## config.mk

```make
export PLATFORM = sky130hd
export DESIGN_NAME = imageproc_cmd_ctrl_flat
export DESIGN_NICKNAME = d
export VERILOG_FILES = /design/src/rtl/imageproc_cmd_ctrl_if.sv /design/src/rtl/imageproc_cmd_ctrl.sv /design/src/flat_wrapper.sv
export SDC_FILE = /design/constraint.sdc
export NUM_CORES = 1
export LEC_CHECK = 0
export ABC_AREA = 1
export CORE_ASPECT_RATIO = 1.1
export CORE_MARGIN = 1.5
export CORE_UTILIZATION = 53
export CTS_CLUSTER_DIAMETER = 150
export DETAILED_ROUTE_END_ITERATION = 7
export PLACE_DENSITY = 0.85
export SLEW_MARGIN = 15
export SYNTH_ARGS = -nofsm -noshare
export SYNTH_HDL_FRONTEND = slang
export SYNTH_SLANG_ARGS = --single-unit
```

## constraint.sdc

```tcl
create_clock -name clk -period 1.8 [get_ports clk]
set_input_delay 0.36 -clock clk [delete_from_list [all_inputs] [get_ports clk]]
set_output_delay 0.36 -clock clk [all_outputs]
set_load 0.05 [all_outputs]
```

## src/rtl/imageproc_cmd_ctrl_if.sv

```systemverilog
// Host command bus for imageproc_cmd_ctrl: request/argument/valid from the host,
// acknowledge and status flags back to it.
interface imageproc_cmd_ctrl_if;
  logic [3:0] cmd;
  logic [7:0] cmd_data;
  logic       cmd_valid;
  logic       cmd_ack;
  logic       busy;
  logic       refresh;
  logic       error;

  modport master (
    output cmd, cmd_data, cmd_valid,
    input  cmd_ack, busy, refresh, error
  );

  modport slave (
    input  cmd, cmd_data, cmd_valid,
    output cmd_ack, busy, refresh, error
  );
endinterface

```

## src/rtl/imageproc_cmd_ctrl.sv

```systemverilog
// Host command responder: decodes/range-checks commands, launches one frame pass and waits
// for a full frame of write strobes. Optional watchdog enabled by IMGPROC_CMD_TIMEOUT_EN.
module imageproc_cmd_ctrl #(
  parameter int unsigned FRAME_PIXELS   = 102400,
  parameter int unsigned TIMEOUT_CYCLES = 1024
) (
  input  logic                       clk,
  input  logic                       rst_n,
  imageproc_cmd_ctrl_if.slave        host,
  output logic [1:0]                 op_sel,
  output logic [7:0]                 op_arg,
  output logic                       start,
  input  logic                       wr_valid
);

  typedef enum logic [0:0] {StIdle, StRun} state_e;

  localparam logic [16:0] LastPix = 17'(FRAME_PIXELS - 1);

  state_e      state_q;
  logic        armed_q;
  logic [16:0] pix_cnt_q;
  logic        cmd_ack_q;
  logic        busy_q;
  logic        refresh_q;
  logic        error_q;
  logic [1:0]  op_sel_q;
  logic [7:0]  op_arg_q;
  logic        start_q;

  logic cmd_op_ok;
  logic cmd_clr;
  logic accept;
  logic wd_expire;

  always_comb begin
    cmd_op_ok = 1'b0;
    cmd_clr   = 1'b0;
    case (host.cmd)
      4'd0:       cmd_op_ok = (host.cmd_data <= 8'd90);
      4'd1:       cmd_op_ok = (host.cmd_data != 8'd0);
      4'd2, 4'd3: cmd_op_ok = 1'b1;
      4'd4:       cmd_clr   = 1'b1;
      default:    ;
    endcase
  end

  assign accept = (state_q == StIdle) && armed_q && host.cmd_valid;

`ifdef IMGPROC_CMD_TIMEOUT_EN
  localparam int unsigned    WdW    = $clog2(TIMEOUT_CYCLES + 1);
  localparam logic [WdW-1:0] WdLast = WdW'(TIMEOUT_CYCLES - 1);

  logic [WdW-1:0] wd_q;

  // Counts RUN cycles since the last strobe; fires on the cycle that would reach the limit.
  assign wd_expire = (state_q == StRun) && !wr_valid && (wd_q == WdLast);

  always_ff @(posedge clk or negedge rst_n) begin
    if (!rst_n) begin
      wd_q <= '0;
    end else if (state_q != StRun || wr_valid || wd_expire) begin
      wd_q <= '0;
    end else begin
      wd_q <= wd_q + 1'b1;
    end
  end
`else
  logic unused_timeout_cfg;
  assign unused_timeout_cfg = ^TIMEOUT_CYCLES;
  assign wd_expire          = 1'b0;
`endif

  always_ff @(posedge clk or negedge rst_n) begin
    if (!rst_n) begin
      state_q   <= StIdle;
      armed_q   <= 1'b1;
      pix_cnt_q <= '0;
      cmd_ack_q <= 1'b0;
      busy_q    <= 1'b0;
      refresh_q <= 1'b0;
      error_q   <= 1'b0;
      op_sel_q  <= '0;
      op_arg_q  <= '0;
      start_q   <= 1'b0;
    end else begin
      cmd_ack_q <= 1'b0;
      start_q   <= 1'b0;
      refresh_q <= 1'b0;
      // A held request must be dropped once before it can be accepted again.
      if (!host.cmd_valid) armed_q <= 1'b1;

      case (state_q)
        StIdle: begin
          if (accept) begin
            cmd_ack_q <= 1'b1;
            armed_q   <= 1'b0;
            if (cmd_op_ok) begin
              op_sel_q <= host.cmd[1:0];
              op_arg_q <= host.cmd_data;
              start_q  <= 1'b1;
              busy_q   <= 1'b1;
              state_q  <= StRun;
            end else if (cmd_clr) begin
              error_q <= 1'b0;
            end else begin
              error_q <= 1'b1;
            end
          end
        end
        StRun: begin
          if (wd_expire) begin
            error_q   <= 1'b1;
            busy_q    <= 1'b0;
            pix_cnt_q <= '0;
            state_q   <= StIdle;
          end else if (wr_valid) begin
            if (pix_cnt_q == LastPix) begin
              pix_cnt_q <= '0;
              refresh_q <= 1'b1;
              busy_q    <= 1'b0;
              state_q   <= StIdle;
            end else begin
              pix_cnt_q <= pix_cnt_q + 17'd1;
            end
          end
        end
        default: state_q <= StIdle;
      endcase
    end
  end

  assign host.cmd_ack = cmd_ack_q;
  assign host.busy    = busy_q;
  assign host.refresh = refresh_q;
  assign host.error   = error_q;
  assign op_sel       = op_sel_q;
  assign op_arg       = op_arg_q;
  assign start        = start_q;

endmodule

```

## src/flat_wrapper.sv

```systemverilog
// flat-port wrapper written by rule: the top's interface ports become plain ports
module imageproc_cmd_ctrl_flat 
#(
  parameter int unsigned FRAME_PIXELS   = 102400,
  parameter int unsigned TIMEOUT_CYCLES = 1024
)
  (clk, rst_n, op_sel, op_arg, start, wr_valid, host_cmd, host_cmd_data, host_cmd_valid, host_cmd_ack, host_busy, host_refresh, host_error);
  imageproc_cmd_ctrl_if host_i ();
  input  logic clk;
  input  logic rst_n;
  output logic [1:0] op_sel;
  output logic [7:0] op_arg;
  output logic start;
  input  logic wr_valid;
  input wire logic [$bits(host_i.cmd)-1:0] host_cmd;
  input wire logic [$bits(host_i.cmd_data)-1:0] host_cmd_data;
  input wire logic [$bits(host_i.cmd_valid)-1:0] host_cmd_valid;
  output wire logic [$bits(host_i.cmd_ack)-1:0] host_cmd_ack;
  output wire logic [$bits(host_i.busy)-1:0] host_busy;
  output wire logic [$bits(host_i.refresh)-1:0] host_refresh;
  output wire logic [$bits(host_i.error)-1:0] host_error;
  assign host_i.cmd = host_cmd;
  assign host_i.cmd_data = host_cmd_data;
  assign host_i.cmd_valid = host_cmd_valid;
  assign host_cmd_ack = host_i.cmd_ack;
  assign host_busy = host_i.busy;
  assign host_refresh = host_i.refresh;
  assign host_error = host_i.error;
  imageproc_cmd_ctrl #(.FRAME_PIXELS(FRAME_PIXELS), .TIMEOUT_CYCLES(TIMEOUT_CYCLES)) u_core (.clk(clk), .rst_n(rst_n), .host(host_i), .op_sel(op_sel), .op_arg(op_arg), .start(start), .wr_valid(wr_valid));
endmodule
```

=== Word-level counts from Yosys, hierarchy flattened ===
Index checks and enable logic that the tools add are counted.

* Register bits after elaboration: 34
* Input bits: 16
* Output and inout bits: 15
* Logic and storage cells: 58

* Add/subtract/negate cells: 1
* Magnitude comparators: 1
* Equal/unequal tests: 10
* Multiplexer cells: 26
* Bitwise logic cells: 1
* Reduce and logical (&&, ||, !) cells: 9

{| class="wikitable"
|+ Operators by type and width
! operator !! number
|-
| two-way mux 1 bit || 22
|-
| adder 17 x 1 -> 17 bit (second input constant) || 1
|-
| == test 17 bit (second input constant) || 1
|-
| two-way mux 17 bit || 1
|-
| == test 4 x 2 -> 1 bit (second input constant) || 2
|-
| <= comparator 8 x 7 -> 1 bit (second input constant) || 1
|-
| nonzero test 8 bit || 1
|-
| != test 2 bit (second input constant) || 3
|-
| AND reduction 3 bit || 2
|-
| == test 4 x 1 -> 1 bit (second input constant) || 1
|-
| == test 4 x 3 -> 1 bit (second input constant) || 1
|-
| logical NOT 4 bit || 1
|-
| != test 2 x 1 -> 1 bit (second input constant) || 2
|-
| case mux 1 bit (2 select lines) || 2
|-
| AND reduction 4 bit || 1
|-
| case mux 1 bit (3 select lines) || 1
|-
| logical AND 1 bit || 2
|-
| AND reduction 2 bit || 1
|-
| OR reduction 2 bit || 1
|-
| NOT 1 bit || 1
|}

=== Longest topological paths before layout ===
Gate-level depths: netlist of run 1.

* Word-level depth: 6
* Mapped depth: 10
* Mapped depth without buffers: 10

=== Least setup slack after synthesis of run 1 ===
No wires, ideal clock.

* Kind: reg-to-reg
* Start point: reg u_core.pix_cnt_q[0]
* End point: reg u_core.pix_cnt_q[0]
* Library setup time: 0.127 ns
* Data arrival time: 1.224 ns
* Required time: 1.673 ns
* Setup slack: 0.449 ns
* Stages on the path, launching flop included: 7
* Path buffers: 0
* Clock period less this slack: 1.351 ns
* Path through: dfrtp_1 -> ha_1 -> nand3_1 -> nor3_2 -> nand3_1 -> nand3_1 -> o21ai_0

* Word-level cells in the longest chain between the ends: 2
* Elaborated cells between the ends (all ways): 3
* Those cells by class: add/sub: 1; eq/ne: 1; mux: 1

{| class="wikitable"
|+ Ends and longest elaborated chain
! element !! RTL line !! RTL
|-
| start, declared || imageproc_cmd_ctrl.sv:22 || <nowiki>logic [16:0] pix_cnt_q;</nowiki>
|-
| start signal, assigned || imageproc_cmd_ctrl.sv:124 || <nowiki>pix_cnt_q <= pix_cnt_q + 17'd1;</nowiki>
|-
| adder 17 x 1 -> 17 bit / == test 17 bit (equally long branches) || imageproc_cmd_ctrl.sv:124, imageproc_cmd_ctrl.sv:118 ||
|-
| two-way mux 17 bit * || imageproc_cmd_ctrl.sv:118 || <nowiki>if (pix_cnt_q == LastPix) begin</nowiki>
|}

Mark *: on every way between the ends. The rest lies on a longest branch, timed or not.
A chain may end at the register's enable or synchronous reset.

=== Worst setup path in the final report of run 1 ===
* Start point: in host_cmd_data[7]
* End point: reg u_core.op_arg_q[3] (netlist: u_core.op_arg[3])

* Word-level cells in the longest chain between the ends: 3
* Elaborated cells between the ends (all ways): 4
* Those cells by class: order compare: 1; mux: 1; reduce/logical: 2

{| class="wikitable"
|+ Ends and longest elaborated chain
! element !! RTL line !! RTL
|-
| start, declared || flat_wrapper.sv:16 || <nowiki>input wire logic [$bits(host_i.cmd_data)-1:0] host_cmd_data;</nowiki>
|-
| <= comparator 8 x 7 -> 1 bit / nonzero test 8 bit (equally long branches) || imageproc_cmd_ctrl.sv:40, imageproc_cmd_ctrl.sv:41 ||
|-
| case mux 1 bit (3 select lines) * || imageproc_cmd_ctrl.sv:39 || <nowiki>case (host.cmd)</nowiki>
|-
| AND reduction 3 bit (no line) * || -- ||
|-
| end signal, assigned || imageproc_cmd_ctrl.sv:100 || <nowiki>op_arg_q <= host.cmd_data;</nowiki>
|-
| end, declared || imageproc_cmd_ctrl.sv:28 || <nowiki>logic [7:0] op_arg_q;</nowiki>
|}

Marked as above.

==> reports/metrics.cfg, run 1 <==
[final_layout]
fillers = 288
syn2layout_area_growth_pct = 22.2
final_nets = 301
design_area_sq_um = 2290
antennaDiodeCount = 0
drive_above_1_share_pct = 17.2

[global_route]
grt_pass1_wl_um = 6750
gr-total-overflow = 0
antenna_found_initial = 0
grt_max_degree = 35
grt_pass1_vias = 1578
track_usage_pct = 22.6

[clock_tree]
cts_root_buf = clkbuf_4
cts_max_level = 2
cts_tree = done
post_cts_buffers = 0
cts.sinks = 34
cts_hold_buf = 0
cts_resized = 0
cts_buffers = 5
clkTransAtPathRegs_ns = 0.11
clk-insertion-delay-late_ns = 0.34
clockBufferDepth = 2

[worst_setup_path]
critical_path_required_ns = 2.02
cp_data_arrival_time_ns = 1.73
cp-start-kind = primary input
crit_type = in -> reg
ff2ff_setup_slack_ns = 0.32
cp_max_fo = 13
endpoint_kind = flop

[die]
die_h_um = 65.4
core_sq_um = 3360
io_pins = 31
start_util_pct = 55.8
die_area_sq_um = 3910
rows = 22
die_width_um = 59.7

[synthesis]
yosys.area.top_type = dfrtp_1
synthDistinctLibCells = 31
synth_seq_cells = 34
syn_avg_cell_area_sq_um = 7.69
synth_commonest_cells = 76 x nand2_1, 33 x dfrtp_1, 29 x inv_1, 20 x nand3_1, 19 x nor2_1
yosysMostFrequentCell = nand2_1
yosysTopAreaCellShare_pct = 44.0
synth_area_leaders = dfrtp_1 44%, nand2_1 15%, inv_1 5.8%
synth-edff-count = 0
syn_inst = 244
syn_area_sq_um = 1880
syn_nets = 261
ys_seq_area_share_pct = 45.4
synth_warnings = 0
ys.flop_type = dfrtp_1
synth_async_sr_flop_share_pct = 100

[timing]
max_slew.worst_pin.slew_ns = 0.419
rsz0062_at_grt = false
fmax_mhz = 665
finalSetupViolations = 0
clock_skew_ns = 0.0143
fin_ws_ns = 0.296
relSlewSlack_pct = 71.8
fin_crit_sh_pct = 83.5
timing.final.max_slew_violations = 0
report.final.hold_viol_count = 0
period_needed_ns = 1.50
hold_ws_ns = 0.417
setup_tns_ns = 0

[drt]
first_pass_iters = 4
drt_iter0_drc = 95
wl_per_cell_um = 11.5
drtAntennaViolNets = 0
vias = 1685
via_per_inst = 5.06
drc_errors = 0
finalWirelength_um = 3820

[min_path]
holdCritPathClass = in -> async

[placed_design]
dp_hpwl_um = 2950
placed_area_sq_um = 2230
gp_congestion = 0.833
port_buffers = 30
pre_cts_ws_ns = -0.0496

[power_and_ir_drop]
power_mw = 3.05
peakVddDrop_mv = 1.09
power_density_nw_per_um2 = 1330
leakage_nw = 1.20

[run_status]
status = finished, final reports clean

[run]
cap_violations = 0

layout make-up:
class                   instances  area [sq um]  area share, %
multi-input cells             174           880           38.4
inverters                      31           118           5.13
clock inverters                 1          5.00          0.218
clock buffers                   7          55.1           2.40
repair buffers                 38           323           14.1
well taps                      48          60.1           2.62
flip-flops and latches         34           852           37.2
final timing paths:
check	cells after the start	endpoint	from
max	8	u_core.op_arg[3]	host_cmd_data[7]
min	2	u_core.pix_cnt_q[13]	rst_n
max reg2reg	6	u_core.pix_cnt_q[5]	u_core.pix_cnt_q[13]
min reg2reg	2	u_core.armed_q	u_core.armed_q
max in group asynchronous	2	u_core.armed_q	rst_n
min in group clk	2	u_core.armed_q	u_core.armed_q
state kept, by name (all words and copies together) (netlist names):
name,flops
u_core.host.busy,1
u_core.host.error,1
u_core.state_q,1
u_core.pix_cnt_q,17
u_core.op_arg,8
u_core.armed_q,1
u_core.start,1
u_core.host.cmd_ack,1
u_core.host.refresh,1
u_core.op_sel,2
per-layer routing:
layer	part of all wire [%]	up-vias	track usage [%]
li1	-	871	-
met1	42	768	27.2
met2	52	40	38.6
met3	4.9	6	6.30
met4	1.2	0	6.67
met5	0	-	0
power breakdown:
group | internal [mW] | switching [mW]
registers | 1.02 | 0.219
clock network | 0.189 | 0.249
logic | 0.435 | 0.945
stage by stage:
stage                     util [%]  std cells
after floorplan                  -        244
after global placement        66.5        325
after detailed placement      66.5        325
after CTS                     68.3        333
after global routing          68.3        333
final                         68.3        333
cell usage in the layout, fill, tap and decap left out, types with 3 or more instances in the layout:
cell	netlist	layout
a21oi_1	6	6
buf_4	1	23
clkbuf_4	0	5
clkdlybuf4s50_1	0	15
dfrtp_1	33	33
inv_1	29	29
nand2_1	76	76
nand3_1	20	20
nand4_1	17	17
nor2_1	19	19
nor2_4	3	3
nor3_1	4	4
o21ai_0	9	9
critical path, stage by stage:
cell	delay, ns
clkdlybuf4s50_1	0.53
nor2_1	0.06
nand2_1	0.05
nor2_1	0.04
a21oi_1	0.20
nand3_2	0.28
nand2_1	0.14
nand2_1	0.05
kinds of logic (layout without fill, tap and decap cells):
| logic type | count (synthesis) | in the layout | share of synthesized area (%) |
|---|---|---|---|
| AND/OR/NAND/NOR | 154 | 154 | 40.6 |
| adder cells (fa/ha/maj) | 1 | 1 | 0.667 |
| buffers and inverters | 36 | 77 | 7.67 |
| flip-flops | 34 | 34 | 45.4 |
| XOR/XNOR | 2 | 2 | 0.934 |
| AO/OA/AOI/OAI | 17 | 17 | 4.67 |
(Power assumes the default switching activity.)
==> inputs of run 2 (changes only) <==
--- a/config.mk
+++ b/config.mk
@@ -8,10 +8,10 @@
 export ABC_AREA = 1
 export CORE_ASPECT_RATIO = 1.1
 export CORE_MARGIN = 1.5
-export CORE_UTILIZATION = 53
+export CORE_UTILIZATION = 48
 export CTS_CLUSTER_DIAMETER = 150
 export DETAILED_ROUTE_END_ITERATION = 7
-export PLACE_DENSITY = 0.85
+export PLACE_DENSITY = 0.82
 export SLEW_MARGIN = 15
 export SYNTH_ARGS = -nofsm -noshare
 export SYNTH_HDL_FRONTEND = slang
==> constraint.sdc (replaced) <==
create_clock -name clk -period 1.29 [get_ports clk]
set_input_delay 0.258 -clock clk [delete_from_list [all_inputs] [get_ports clk]]
set_output_delay 0.258 -clock clk [all_outputs]
set_load 0.05 [all_outputs]
==> run 2 against run 1 <==
The flow now finishes with violations (setup timing). First-iteration DRC count is 120% higher. Critical path depth increased by 2. Clock-buffer cell count unchanged. Register-to-register slack worse by 0.38 ns.
==> reports/metrics.cfg, run 2 (synthesis gave the netlist of run 1 again) <==
[timing]
rsz0062_at_grt = true
timing.final.max_slew_violations = 0  ; unchanged
max_slew.worst_pin.slew_ns = 0.305  ; -0.114 ns
setup_tns_ns = -0.408  ; -0.408 ns
clock_skew_ns = 0.00927  ; -0.00508 ns
report.final.hold_viol_count = 0  ; unchanged
period_needed_ns = 1.38
hold_ws_ns = 0.218  ; -0.199 ns
fmax_mhz = 723
fin_crit_sh_pct = 107
relSlewSlack_pct = 79.6  ; +7.8 points
finalSetupViolations = 16  ; +16
fin_ws_ns = -0.0929  ; -0.389 ns

[final_layout]
antennaDiodeCount = 0  ; unchanged
final_common_cell = nand2_1
layout_common_cells = 66 x nand2_1, 37 x buf_4, 32 x dfrtp_1, 28 x inv_1, 17 x nand4_1
top_register = u_core.pix_cnt_q
drive_above_1_share_pct = 35.7  ; +19 points
final_nets = 338  ; +12%
largest_reg_flops = 17  ; unchanged
design_area_sq_um = 2990  ; +30%
syn2layout_area_growth_pct = 59.3
postLayoutCoreUtil_pct = 81.1  ; +13 points
final_cells = 372  ; +12%

[die]
rows = 23  ; +4.5%
io_pins = 31  ; unchanged
start_util_pct = 50.9  ; -4.9 points
die_area_sq_um = 4290  ; +9.9%
die_h_um = 68.6  ; +4.8%
core_sq_um = 3680  ; +9.7%
die_width_um = 62.6  ; +4.8%

[drt]
first_pass_iters = 5  ; +1
drc_errors = 0  ; unchanged
finalWirelength_um = 6060  ; +59%
wl_per_cell_um = 16.3  ; +42%
drtAntennaViolNets = 0  ; unchanged
vias = 2093  ; +24%
via_per_inst = 5.63  ; +11%
drt_iter0_drc = 208  ; +120%

[placed_design]
gp_congestion = 0.821  ; -1.3%
pre_cts_ws_ns = -0.493  ; -0.444 ns
placed_area_sq_um = 2620  ; +17%
port_buffers = 30  ; unchanged
dp_hpwl_um = 3650  ; +24%
placed_cells = 349  ; +7.4%

[worst_setup_path]
worst_path_max_delay_cell = dlygate4sd2_1
cp_data_arrival_time_ns = 1.55  ; -0.18 ns
cp-start-kind = primary input
critical_path_required_ns = 1.46  ; -0.56 ns
max_stage_delay_ns = 0.27  ; -0.26 ns
crit_family = simple AND/OR/NAND/NOR gates
crit_top_cell = nand2_1
endpoint_kind = flop
worstPathCellList = dlygate4sd2_1, nor2_1, nand2_2, o21ai_2, nand2_2, buf_6, nand2_1, nand2_1, nand2_1, nand2_1
crit_type = in -> reg
path_buf_inv = 2  ; +1
cp_max_fo = 6  ; -7

[power_and_ir_drop]
peakVddDrop_mv = 1.54  ; +41%
power_density_nw_per_um2 = 1930  ; +45%
leakage_nw = 1.55  ; +29%
power_mw = 5.76  ; +88%

[clock_tree]
clockBufferDepth = 2  ; unchanged
clkTransAtPathRegs_ns = 0.07  ; -0.04 ns
cts_max_level = 2  ; unchanged
cts_root_buf = clkbuf_8
cts_tree = done
cts_buffers = 5  ; unchanged
clk-insertion-delay-late_ns = 0.29  ; -0.05 ns
cts.sinks = 34  ; unchanged

[global_route]
grt_pass1_vias = 1899  ; +20%
antenna_found_initial = 0  ; unchanged
grt_max_degree = 15  ; -57%
grt_pass1_wl_um = 8600  ; +27%
gr-total-overflow = 0  ; unchanged
track_usage_pct = 26.7  ; +4.1 points

[run_status]
violations = setup timing
status = complete, but fails checks

[run]
cap_violations = 0  ; unchanged

[min_path]
holdCritPathClass = in -> async

run 2: cell types whose count changed in the layout (fill, tap and decap cells not counted), moves of 6 or more:
cell,previous run,this run
buf_6,0,6
nand2_1,76,66
buf_12,0,15
nand2_2,2,10
dlygate4sd2_1,0,8
buf_4,23,37
clkdlybuf4s50_1,15,2
run 2: path summary, 6_finish.rpt:
path	start	to	slack, ns	cells past startpoint
max in group asynchronous	rst_n	u_core.pix_cnt_q[5]	0.60	2
worst min register to register	u_core.armed_q	u_core.armed_q	0.49	2
worst max register to register	u_core.pix_cnt_q[8]	u_core.pix_cnt_q[8]	-0.06	6
worst max-delay path	host_cmd_data[7]	u_core.host.error	-0.09	10
min in group clk	host_cmd_data[5]	u_core.op_arg[5]	0.31	3
worst min-delay path	rst_n	u_core.host.cmd_ack	0.22	1
run 2: what timing repair did:
item                                    in CTS  in global routing
hold buffers                                 0                  0
cloned                                       2                  1
resized for setup                           29                 35
pin swaps                                   12                 19
endpoints found under the setup margin      25                 28
buffers inserted                             7                  5
run 2: metal layers:
metal | routed length [um] | share of wire, % | GRT usage [%] | up-vias
met5 | 0 | 0 | 0 | -
li1 | - | - | - | 944
met2 | 3230 | 53 | 52.2 | 113
met1 | 2220 | 37 | 27.1 | 1013
met4 | 219 | 3.6 | 13.6 | 0
met3 | 390 | 6.4 | 6.49 | 23
run 2: layout make-up:
cell class,count,area [sq um]
Clock inverter,1,5.00
Timing Repair Buffer,74,796
Clock buffer,7,86.3
Multi-Input combinational cell,175,1060
Sequential cell,34,853
Fill cell,230,696
Inverter,31,120
Tap cell,50,62.6
run 2: power by group:
part           switching (mW)  internal [mW]
sequential              0.377           1.43
clock                   0.398          0.431
combinational            1.72           1.40
==> inputs of run 3 (changes only) <==
--- a/config.mk
+++ b/config.mk
@@ -12,6 +12,7 @@
 export CTS_CLUSTER_DIAMETER = 150
 export DETAILED_ROUTE_END_ITERATION = 7
 export PLACE_DENSITY = 0.82
+export SETUP_SLACK_MARGIN = 0.15
 export SLEW_MARGIN = 15
 export SYNTH_ARGS = -nofsm -noshare
 export SYNTH_HDL_FRONTEND = slang
==> run 3 against run 2 <==
Wire length is 54% higher. Final area rose by 14%. Global-route usage is 7.8 points higher. The flow still finishes with violations (setup timing). Utilization increased by 11 points. Maximum frequency shrank 5.2%. Total power rose by 22%. Sequential share of layout area decreased by 3.4 points. Critical endpoint is now u_core.pix_cnt_q[0]. Setup slack got worse by 0.076 ns. Clock skew shrank 0.0016 ns.
==> reports/metrics.cfg, run 3 (synthesis gave the netlist of run 1 again) <==
[die]
rows = 23  ; unchanged
die_width_um = 62.6  ; unchanged
die_area_sq_um = 4290  ; unchanged
start_util_pct = 50.9  ; unchanged
die_h_um = 68.6  ; unchanged
core_sq_um = 3680  ; unchanged
io_pins = 31  ; unchanged

[worst_setup_path]
max_stage_delay_ns = 0.43  ; +0.16 ns
rr_worst_depth = 6  ; unchanged
crit_family = simple AND/OR/NAND/NOR gates
cp_data_arrival_time_ns = 1.65  ; +0.10 ns
cp-start-kind = flop
startpoint = u_core.pix_cnt_q[1]
crit_type = reg -> reg
endpoint_kind = flop
path_buf_inv = 0  ; -2
critical_path_required_ns = 1.48  ; +0.02 ns
ff2ff_setup_slack_ns = -0.17  ; -0.11 ns
cp_max_fo = 5  ; -1
r2r_start = u_core.pix_cnt_q[1]
worstReg2RegEnd = u_core.pix_cnt_q[0]
worst_path_max_delay_cell = dfrtp_1
worstPathCellList = ha_4, nand3_4, nor3_4, nand3_2, nand3_1, o21ai_1

[power_and_ir_drop]
peakVddDrop_mv = 1.97  ; +28%
leakage_nw = 1.72  ; +11%
power_density_nw_per_um2 = 2070  ; +7.2%

[drt]
wl_per_cell_um = 23.2  ; +43%
drtAntennaViolNets = 0  ; unchanged
drc_errors = 0  ; unchanged
vias = 2494  ; +19%
first_pass_iters = 5  ; unchanged
via_per_inst = 6.22  ; +11%
finalWirelength_um = 9320  ; +54%
drt_iter0_drc = 315  ; +51%

[clock_tree]
cts_max_level = 2  ; unchanged
cts.sinks = 34  ; unchanged
clk-insertion-delay-late_ns = 0.31  ; +0.02 ns
cts_root_buf = clkbuf_8
clockBufferDepth = 2  ; unchanged
cts_hold_buf = 0  ; unchanged
clkTransAtPathRegs_ns = 0.08  ; about the same
cts_buffers = 5  ; unchanged
cts_tree = done

[global_route]
grt_max_degree = 35  ; +20
gr-total-overflow = 0  ; unchanged
grt_pass1_vias = 2350  ; +24%
grt_pass1_wl_um = 11000  ; +27%
antenna_found_initial = 0  ; unchanged
track_usage_pct = 34.5  ; +7.8 points

[timing]
relSlewSlack_pct = 80.3  ; +0.71 points
timing.final.max_slew_violations = 0  ; unchanged
max_slew.worst_pin.slew_ns = 0.294  ; -0.0108 ns
fin_ws_ns = -0.169  ; -0.0763 ns
setup_tns_ns = -2.67  ; -2.26 ns
clock_skew_ns = 0.00764  ; -0.00163 ns
finalSetupViolations = 29  ; +13
fmax_mhz = 685  ; -5.2%
report.final.hold_viol_count = 0  ; unchanged
period_needed_ns = 1.46  ; +0.0763 ns
rsz0062_at_grt = true
fin_crit_sh_pct = 113  ; +5.9 points

[final_layout]
drive_above_1_share_pct = 54.1  ; +18 points
postLayoutCoreUtil_pct = 92.4  ; +11 points
fillers = 128  ; -44%
final_nets = 367  ; +8.6%
top_register = u_core.pix_cnt_q
layout_common_cells = 54 x buf_4, 45 x nand2_1, 31 x dfrtp_1, 26 x nand2_2, 22 x inv_1
largest_reg_flops = 17  ; unchanged
syn2layout_area_growth_pct = 81.5
antennaDiodeCount = 0  ; unchanged
final_common_cell = buf_4
final_cells = 401  ; +7.8%

[run]
cap_violations = 0  ; unchanged

[placed_design]
gp_congestion = 0.873  ; +6.2%
placed_cells = 359  ; +2.9%
dp_hpwl_um = 3760  ; +2.8%
port_buffers = 30  ; unchanged

[min_path]
holdCritPathClass = in -> reg
whs_endpoint = u_core.op_arg[1]
holdCritStartpoint = host_cmd_data[1]
whs_path_depth = 3

[run_status]
status = complete, but fails checks
violations = setup timing

-- run 3: cell types whose count changed in the layout (fill, tap and decap cells not counted), moves of 6 or more --
cell,previous run,this run
buf_6,6,18
buf_4,37,54
nand2_1,66,45
inv_1,28,22
nand2_2,10,26
nand3_1,16,10
-- run 3: layout make-up --
type	instances	area [sq um]	share of cell area, %
Inverter	31	125	3.68
Clock buffer	6	82.6	2.43
Sequential cell	34	855	25.1
Timing Repair Buffer	103	1040	30.6
Multi-Input combinational cell	175	1230	36.0
Clock inverter	2	12.5	0.368
Tap cell	50	62.6	1.84
-- run 3: stage by stage --
stage	area [sq um]	hold WS [ns]	worst slack [ns]	power, mW
floorplan	1940	-0.0376	0.0324	3.13
global placement	2730	0.455	-0.408	4.60
detailed placement	2730	0.474	-0.493	4.71
CTS	3090	0.322	-0.0786	5.97
global route	3400	0.271	-0.224	7.20
finish	3400	0.267	-0.169	7.03
-- run 3: worst max path at each step --
stage,end,slack (ns),cells past startpoint
2_1_floorplan,u_core.pix_cnt_q[0],0.03,6
3_3_place_gp,u_core.op_arg[2],-0.41,10
3_5_place_dp,u_core.op_sel[1],-0.49,10
4_1_cts,u_core.pix_cnt_q[0],-0.08,6
5_1_grt,u_core.pix_cnt_q[0],-0.22,6
6_report,u_core.pix_cnt_q[0],-0.17,6
-- run 3: tightest hold or removal path: stages --
cell      delay (ns)
clkbuf_2        0.12
nand4_1         0.11
nand2_1         0.05
-- run 3: what timing repair did --
item,4_1_cts,5_1_grt
resized for setup,64,67
gates cloned,2,0
pin swaps,43,48
endpoints found under the setup margin,39,45
buffers inserted,14,18
-- run 3: per-layer routing --
layer	GRT usage, %	part of all wire, %
met5	0	0
met2	64.8	48
met1	32.5	34
met3	8.60	9.8
met4	29.4	8.7
-- run 3: where the power goes --
group	leakage (nW)	internal [mW]	total [mW]	switching (mW)
sequential	0.417	1.43	1.90	0.470
clock	0.0472	0.430	0.897	0.467
combinational	1.25	1.97	4.24	2.27
total	1.72	3.83	7.03	3.21
